<file path="src/rtl/lstm_gate_mac_if.sv">
// Element-pair input and result output bundle for the LSTM gate MAC.
// slave is the MAC side, master is the producer/consumer side.
interface lstm_gate_mac_if #(
    parameter int WIDTH = 32,
    parameter int CW    = 3
);
    logic             in_valid;
    logic             in_ready;
    logic [WIDTH-1:0] in_w;
    logic [WIDTH-1:0] in_x;
    logic [WIDTH-1:0] in_b;
    logic             o_valid;
    logic             o_ready;
    logic [WIDTH-1:0] o_data;
    logic [CW-1:0]    o_count;

    modport slave (
        input  in_valid, in_w, in_x, in_b, o_ready,
        output in_ready, o_valid, o_data, o_count
    );

    modport master (
        output in_valid, in_w, in_x, in_b, o_ready,
        input  in_ready, o_valid, o_data, o_count
    );
endinterface

</file>
<file path="src/rtl/lstm_gate_mac.sv">
// Q8.24 dot product plus bias feeding the LSTM gate activation units.
// Result is saturated to WIDTH bits and held until downstream accepts it.
module lstm_gate_mac #(
    parameter int WIDTH     = 32,
    parameter int FRAC      = 24,
    parameter int N         = 4,
    parameter int ACC_WIDTH = 48
) (
    input  logic             clk,
    input  logic             rst,
    lstm_gate_mac_if.slave   bus
);
    localparam int CW = $clog2(N + 1);

    localparam logic signed [ACC_WIDTH-1:0] MAX_V =
        {{(ACC_WIDTH-WIDTH+1){1'b0}}, {(WIDTH-1){1'b1}}};
    localparam logic signed [ACC_WIDTH-1:0] MIN_V =
        {{(ACC_WIDTH-WIDTH+1){1'b1}}, {(WIDTH-1){1'b0}}};

    typedef enum logic {S_ACC, S_OUT} state_t;

    state_t                        state_q, state_d;
    logic signed [ACC_WIDTH-1:0]   acc_q, acc_d;
    logic [CW-1:0]                 cnt_q, cnt_d;
    logic                          o_valid_q, o_valid_d;
    logic [WIDTH-1:0]              o_data_q, o_data_d;

    logic signed [2*WIDTH-1:0]     prod_full;
    logic signed [2*WIDTH-1:0]     prod_sh;
    logic signed [ACC_WIDTH-1:0]   p;
    logic signed [ACC_WIDTH-1:0]   b_ext;
    logic signed [ACC_WIDTH-1:0]   sum;
    logic [WIDTH-1:0]              sat;
    logic                          accept;
    logic                          last;

    // Arithmetic shift floors the full-precision product.
    always_comb begin
        prod_full = $signed(bus.in_w) * $signed(bus.in_x);
        prod_sh   = prod_full >>> FRAC;
        p         = ACC_WIDTH'(prod_sh);
        b_ext     = ACC_WIDTH'($signed(bus.in_b));
        sum       = ((cnt_q == '0) ? b_ext : acc_q) + p;
    end

    always_comb begin
        if (sum > MAX_V) begin
            sat = {1'b0, {(WIDTH-1){1'b1}}};
        end else if (sum < MIN_V) begin
            sat = {1'b1, {(WIDTH-1){1'b0}}};
        end else begin
            sat = sum[WIDTH-1:0];
        end
    end

    assign accept = (state_q == S_ACC) && bus.in_valid;
    assign last   = (cnt_q == CW'(N - 1));

    always_ff @(posedge clk) begin
        if (!rst) begin
            state_q <= S_ACC;
        end else begin
            state_q <= state_d;
        end
    end

    always_comb begin
        state_d = state_q;
        unique case (state_q)
            S_ACC:   if (accept && last) state_d = S_OUT;
            S_OUT:   if (bus.o_ready) state_d = S_ACC;
            default: state_d = S_ACC;
        endcase
    end

    always_comb begin
        acc_d     = acc_q;
        cnt_d     = cnt_q;
        o_valid_d = o_valid_q;
        o_data_d  = o_data_q;
        unique case (state_q)
            S_ACC: begin
                if (accept) begin
                    acc_d = sum;
                    if (last) begin
                        cnt_d     = '0;
                        o_valid_d = 1'b1;
                        o_data_d  = sat;
                    end else begin
                        cnt_d = cnt_q + CW'(1);
                    end
                end
            end
            S_OUT: begin
                if (bus.o_ready) begin
                    o_valid_d = 1'b0;
                    acc_d     = '0;
                end
            end
            default: ;
        endcase
    end

    always_ff @(posedge clk) begin
        if (!rst) begin
            acc_q     <= '0;
            cnt_q     <= '0;
            o_valid_q <= 1'b0;
            o_data_q  <= '0;
        end else begin
            acc_q     <= acc_d;
            cnt_q     <= cnt_d;
            o_valid_q <= o_valid_d;
            o_data_q  <= o_data_d;
        end
    end

    always_comb begin
        bus.in_ready = (state_q == S_ACC);
        bus.o_valid  = o_valid_q;
        bus.o_data   = o_data_q;
        bus.o_count  = (state_q == S_OUT) ? CW'(N) : cnt_q;
    end
endmodule

</file>
<file path="src/flat_wrapper.sv">
// flat-port wrapper written by rule: the top's interface ports become plain ports
module lstm_gate_mac_flat 
#(
    parameter int WIDTH     = 32,
    parameter int FRAC      = 24,
    parameter int N         = 4,
    parameter int ACC_WIDTH = 48
)
  (clk, rst, bus_in_valid, bus_in_w, bus_in_x, bus_in_b, bus_o_ready, bus_in_ready, bus_o_valid, bus_o_data, bus_o_count);
  lstm_gate_mac_if #(.WIDTH(WIDTH), .CW(3)) bus_i ();
  input  logic clk;
  input  logic rst;
  input wire logic [$bits(bus_i.in_valid)-1:0] bus_in_valid;
  input wire logic [$bits(bus_i.in_w)-1:0] bus_in_w;
  input wire logic [$bits(bus_i.in_x)-1:0] bus_in_x;
  input wire logic [$bits(bus_i.in_b)-1:0] bus_in_b;
  input wire logic [$bits(bus_i.o_ready)-1:0] bus_o_ready;
  output wire logic [$bits(bus_i.in_ready)-1:0] bus_in_ready;
  output wire logic [$bits(bus_i.o_valid)-1:0] bus_o_valid;
  output wire logic [$bits(bus_i.o_data)-1:0] bus_o_data;
  output wire logic [$bits(bus_i.o_count)-1:0] bus_o_count;
  assign bus_i.in_valid = bus_in_valid;
  assign bus_i.in_w = bus_in_w;
  assign bus_i.in_x = bus_in_x;
  assign bus_i.in_b = bus_in_b;
  assign bus_i.o_ready = bus_o_ready;
  assign bus_in_ready = bus_i.in_ready;
  assign bus_o_valid = bus_i.o_valid;
  assign bus_o_data = bus_i.o_data;
  assign bus_o_count = bus_i.o_count;
  lstm_gate_mac #(.WIDTH(WIDTH), .FRAC(FRAC), .N(N), .ACC_WIDTH(ACC_WIDTH)) u_core (.clk(clk), .rst(rst), .bus(bus_i));
endmodule
</file>
<file path="config.mk">
export PLATFORM = sky130hd
export DESIGN_NAME = lstm_gate_mac_flat
export DESIGN_NICKNAME = d
export VERILOG_FILES = /design/src/rtl/lstm_gate_mac_if.sv /design/src/rtl/lstm_gate_mac.sv /design/src/flat_wrapper.sv
export SDC_FILE = /design/constraint.sdc
export NUM_CORES = 2
export LEC_CHECK = 0
export CAP_MARGIN = 20
export CORE_UTILIZATION = 55
export CTS_BUF_LIST = sky130_fd_sc_hd__clkbuf_4
export DETAILED_ROUTE_END_ITERATION = 8
export PLACE_DENSITY_LB_ADDON = 0.05
export SYNTH_ARGS = -nofsm -noshare
export SYNTH_HDL_FRONTEND = slang
export SYNTH_SLANG_ARGS = --single-unit
</file>
<file path="constraint.sdc">
create_clock -name clk -period 15.8 [get_ports clk]
set_input_delay 4.74 -clock clk [delete_from_list [all_inputs] [get_ports clk]]
set_output_delay 4.74 -clock clk [all_outputs]
set_load 0.01 [all_outputs]
</file>
==> key figures <==
Status
  – Status: finished clean

Timing
  – RSZ-0062 raised after global routing: yes
  – Setup_tns: 0 ns
  – Setup-failing EPs final: 0
  – Final Critical Period: 15.52 ns
  – Max-slew violations: 0
  – Final worst path period share: 98.2%
  – Final Skew: 0.0312 ns
  – Fin. Hold Viols: 0
  – FMAX: 64.4 MHz
  – Least-Margin Pin Slew: 0.759 ns
  – Normalized max-slew margin: 49.4%

Yosys
  – Synth top cells by count: 1082 x fa_1, 967 x inv_1, 648 x nand2_1
  – Yosys top cell area share: 52.3%
  – Register area share after synthesis: 4.11%
  – Synth unique cells: 67
  – Synth Area in Compound Gates: 6.29%
  – Cells after synthesis: 4537
  – Synth Net Count: 5948
  – Most numerous cell in the Yosys netlist: fa_1
  – Mux contribution to synthesized area: 0.0242%
  – Top_reg_cell synth: dfxtp_1
  – Yosys top cell by area: fa_1
  – Synth warn: 0
  – Adder-Cell Fraction of Synth Area: 59.2%
  – Mapped cell area: 41400 sq um
  – Simple-Gate Fraction of Synth Area: 17.3%
  – Synth Area in XOR/XNOR: 2.06%
  – Synth async-reset ratio: 0%
  – Post-synth EDFFs: 0
  – Synth Register Bits: 85
  – Main area contributors after synthesis: fa_1 52%, inv_1 8.8%, and2_1 8.1%
  – Largest family of logic cells by synthesized area: adder cells
  – Syn Area/Cell: 9.13 sq um

Critical path
  – Slowest-stage cell, CP: fa_2
  – Worst Setup Start Kind: input pin
  – Crit-path max FO: 13
  – Crit path largest cell delay: 0.58 ns
  – Cell mode on critical path: fa_1
  – Top delay family on crit path: adder cells
  – CP required: 16.17 ns
  – Worst Setup End Kind: flop
  – Crit path arrival time: 15.90 ns
  – Crit Path Class: input pin to flop
  – Buf/Inv on CP: 10
  – Reg2reg start: u_core.cnt_q[0]$_SDFFE_PN0P_
  – Setup crit start: bus_in_x[22]

Drt
  – DRT iter0 DRCs: 1980
  – Post-route ant nets: 0
  – DR WL met2: 64100 microns
  – DRT Pass-1 Iters: 5
  – Routed wl met3: 6860 microns
  – Wire length on met1: 46400 microns
  – Via count: 32341
  – Total wire length: 122000 microns
  – DRC errors left: 0
  – Top layer reached by signal wires: met4
  – Routed WL per cell: 20.1 microns
  – Vias/cell: 5.33

Floorplanning
  – Die Wd: 276 microns
  – Die area: 76400 sq um
  – Placeable Area: 74400 sq um
  – Ports: 137
  – Rows: 100
  – Starting density of the core: 55.6%
  – Die height: 276 microns

Clock network
  – Clk_lat worst skew: 0.47 ns
  – Hold buffer count at cts: 0
  – CTS tree: done
  – Sink Count: 85
  – Clk buf depth: 2
  – Root Driver: clkbuf_4
  – H-tree depth: 3
  – Clk slew on worst S/H paths: 0.15 ns
  – CTS Buf Count: 9

Cells and area
  – Final std cells w/o fill: 6073
  – Fillers: 6059
  – Ratio of cells with drive above 1 in the final layout: 17.8%
  – # diodes: 0
  – Synth-to-layout area growth: 22.4%
  – Nets@finish: 6510
  – Multi-input gate area: 35800 sq um
  – Register area: 1700 sq um

Min path
  – Type of the most critical hold path: flop to flop
  – Hold Startpoint: u_core.bus.o_valid$_SDFFE_PN0P_

Global route
  – Number of global-route vias before repair: 34978
  – GRT Util Overall: 31.4%
  – Total grt overflow: 0
  – Antenna violations before repair: 3
  – Largest net degree at the start of global routing: 85
  – Global-route wire length before repair: 188000 microns

Place
  – # placed instances: 5964
  – GP Congestion: 0.915
  – Input/output buffers: 136
  – Final HPWL from detailed placement: 97600 microns

Run
  – # Max-Cap Violations: 0
-- registers in the layout, indices dropped and copies added, names as in the netlist --
signal / count
u_core.acc_q: 48
u_core.bus.o_data: 32
u_core.state_q: 1
u_core.cnt_q: 3
u_core.bus.o_valid: 1
-- metal layers --
| layer | vias to the layer above | track usage (%) |
|---|---|---|
| met3 | 219 | 2.76 |
| met5 | - | 0 |
| li1 | 14450 | - |
| met4 | 0 | 7.76 |
| met1 | 16704 | 40.4 |
| met2 | 968 | 57.0 |
-- through the flow --
step                setup slack (ns)  utilization, %  cell area (sq um)  hold slack (ns)
CTS                         -0.00199            65.7              48900            0.478
detailed placement            -0.870            64.6              48100            0.459
finish                         0.278            68.0              50700            0.475
floorplan                      0.188               -              41400            0.441
global route                 -0.0816            68.0              50700            0.506
global placement              -0.739            64.6              48100            0.452
-- tightest hold or removal path: cells and delay by family, from the launching register on --
kind | cells | cell delay [ns]
simple gates | 1 | 0.05
flops | 1 | 0.34
compound gates | 1 | 0.06
-- placed cells by master, fill, tap and decap left out, types with 8 or more instances in the layout --
| cell | synthesis | final |
|---|---|---|
| clkbuf_4 | 0 | 19 |
| dlymetal6s2s_1 | 0 | 29 |
| ha_1 | 229 | 210 |
| inv_1 | 967 | 950 |
| and2_4 | 0 | 17 |
| and2_1 | 539 | 522 |
| nor2b_1 | 48 | 45 |
| nor3_1 | 13 | 12 |
| o21ai_0 | 76 | 68 |
| buf_6 | 3 | 32 |
| nor2_1 | 116 | 115 |
| xnor2_1 | 62 | 62 |
| o21bai_1 | 17 | 17 |
| nand3_1 | 15 | 15 |
| o21a_1 | 13 | 13 |
| xor2_1 | 33 | 33 |
| clkbuf_2 | 0 | 13 |
| a21oi_2 | 29 | 39 |
| and3_1 | 10 | 10 |
| buf_8 | 0 | 11 |
| clkdlybuf4s50_1 | 0 | 72 |
| a22oi_1 | 39 | 39 |
| inv_2 | 0 | 17 |
| buf_12 | 0 | 82 |
| o21ai_1 | 3 | 8 |
| fa_1 | 1082 | 1022 |
| buf_4 | 0 | 497 |
| nand4_1 | 19 | 19 |
| nand2_1 | 648 | 644 |
| nand2b_1 | 17 | 16 |
| clkbuf_16 | 0 | 28 |
| fa_2 | 0 | 60 |
| a21o_1 | 54 | 54 |
| dfxtp_1 | 85 | 85 |
| a21oi_1 | 89 | 77 |
| ha_4 | 0 | 12 |
-- cells by family after synthesis --
family,Yosys count
flops,85
compound gates,387
fa+ha+maj,1311
simple gates,1450
mux,1
buf+inv,1207
xor+xnor,96
-- final timing paths --
kind | endpoint | slack [ns] | depth (start not counted)
setup / recovery | u_core.bus.o_data[2]$_SDFFE_PN0P_ | 0.28 | 46
hold / removal | u_core.bus.o_valid$_SDFFE_PN0P_ | 0.48 | 2
setup reg to reg | u_core.bus.o_data[2]$_SDFFE_PN0P_ | 10.19 | 22
hold reg to reg | u_core.bus.o_valid$_SDFFE_PN0P_ | 0.48 | 2
-- repair_timing --
action / CTS / global route
setup buffers: 14 / 45
pin swaps: 45 / 241
cloned: 8 / 30
setup endpoints to repair: 32 / 32
gates resized for setup: 76 / 327
-- final cells by class --
type | instances | share of cell area, %
well taps | 969 | 2.39
multi-input cells | 3245 | 70.7
clock inverters | 7 | 0.232
inverters | 967 | 7.17
repair buffers | 791 | 16.0
clock buffers | 9 | 0.133
flip-flops and latches | 85 | 3.36
Power is left out: the tool's default activity adds up to more than one toggle a clock period on the data nets, which glitch-free logic cannot reach.
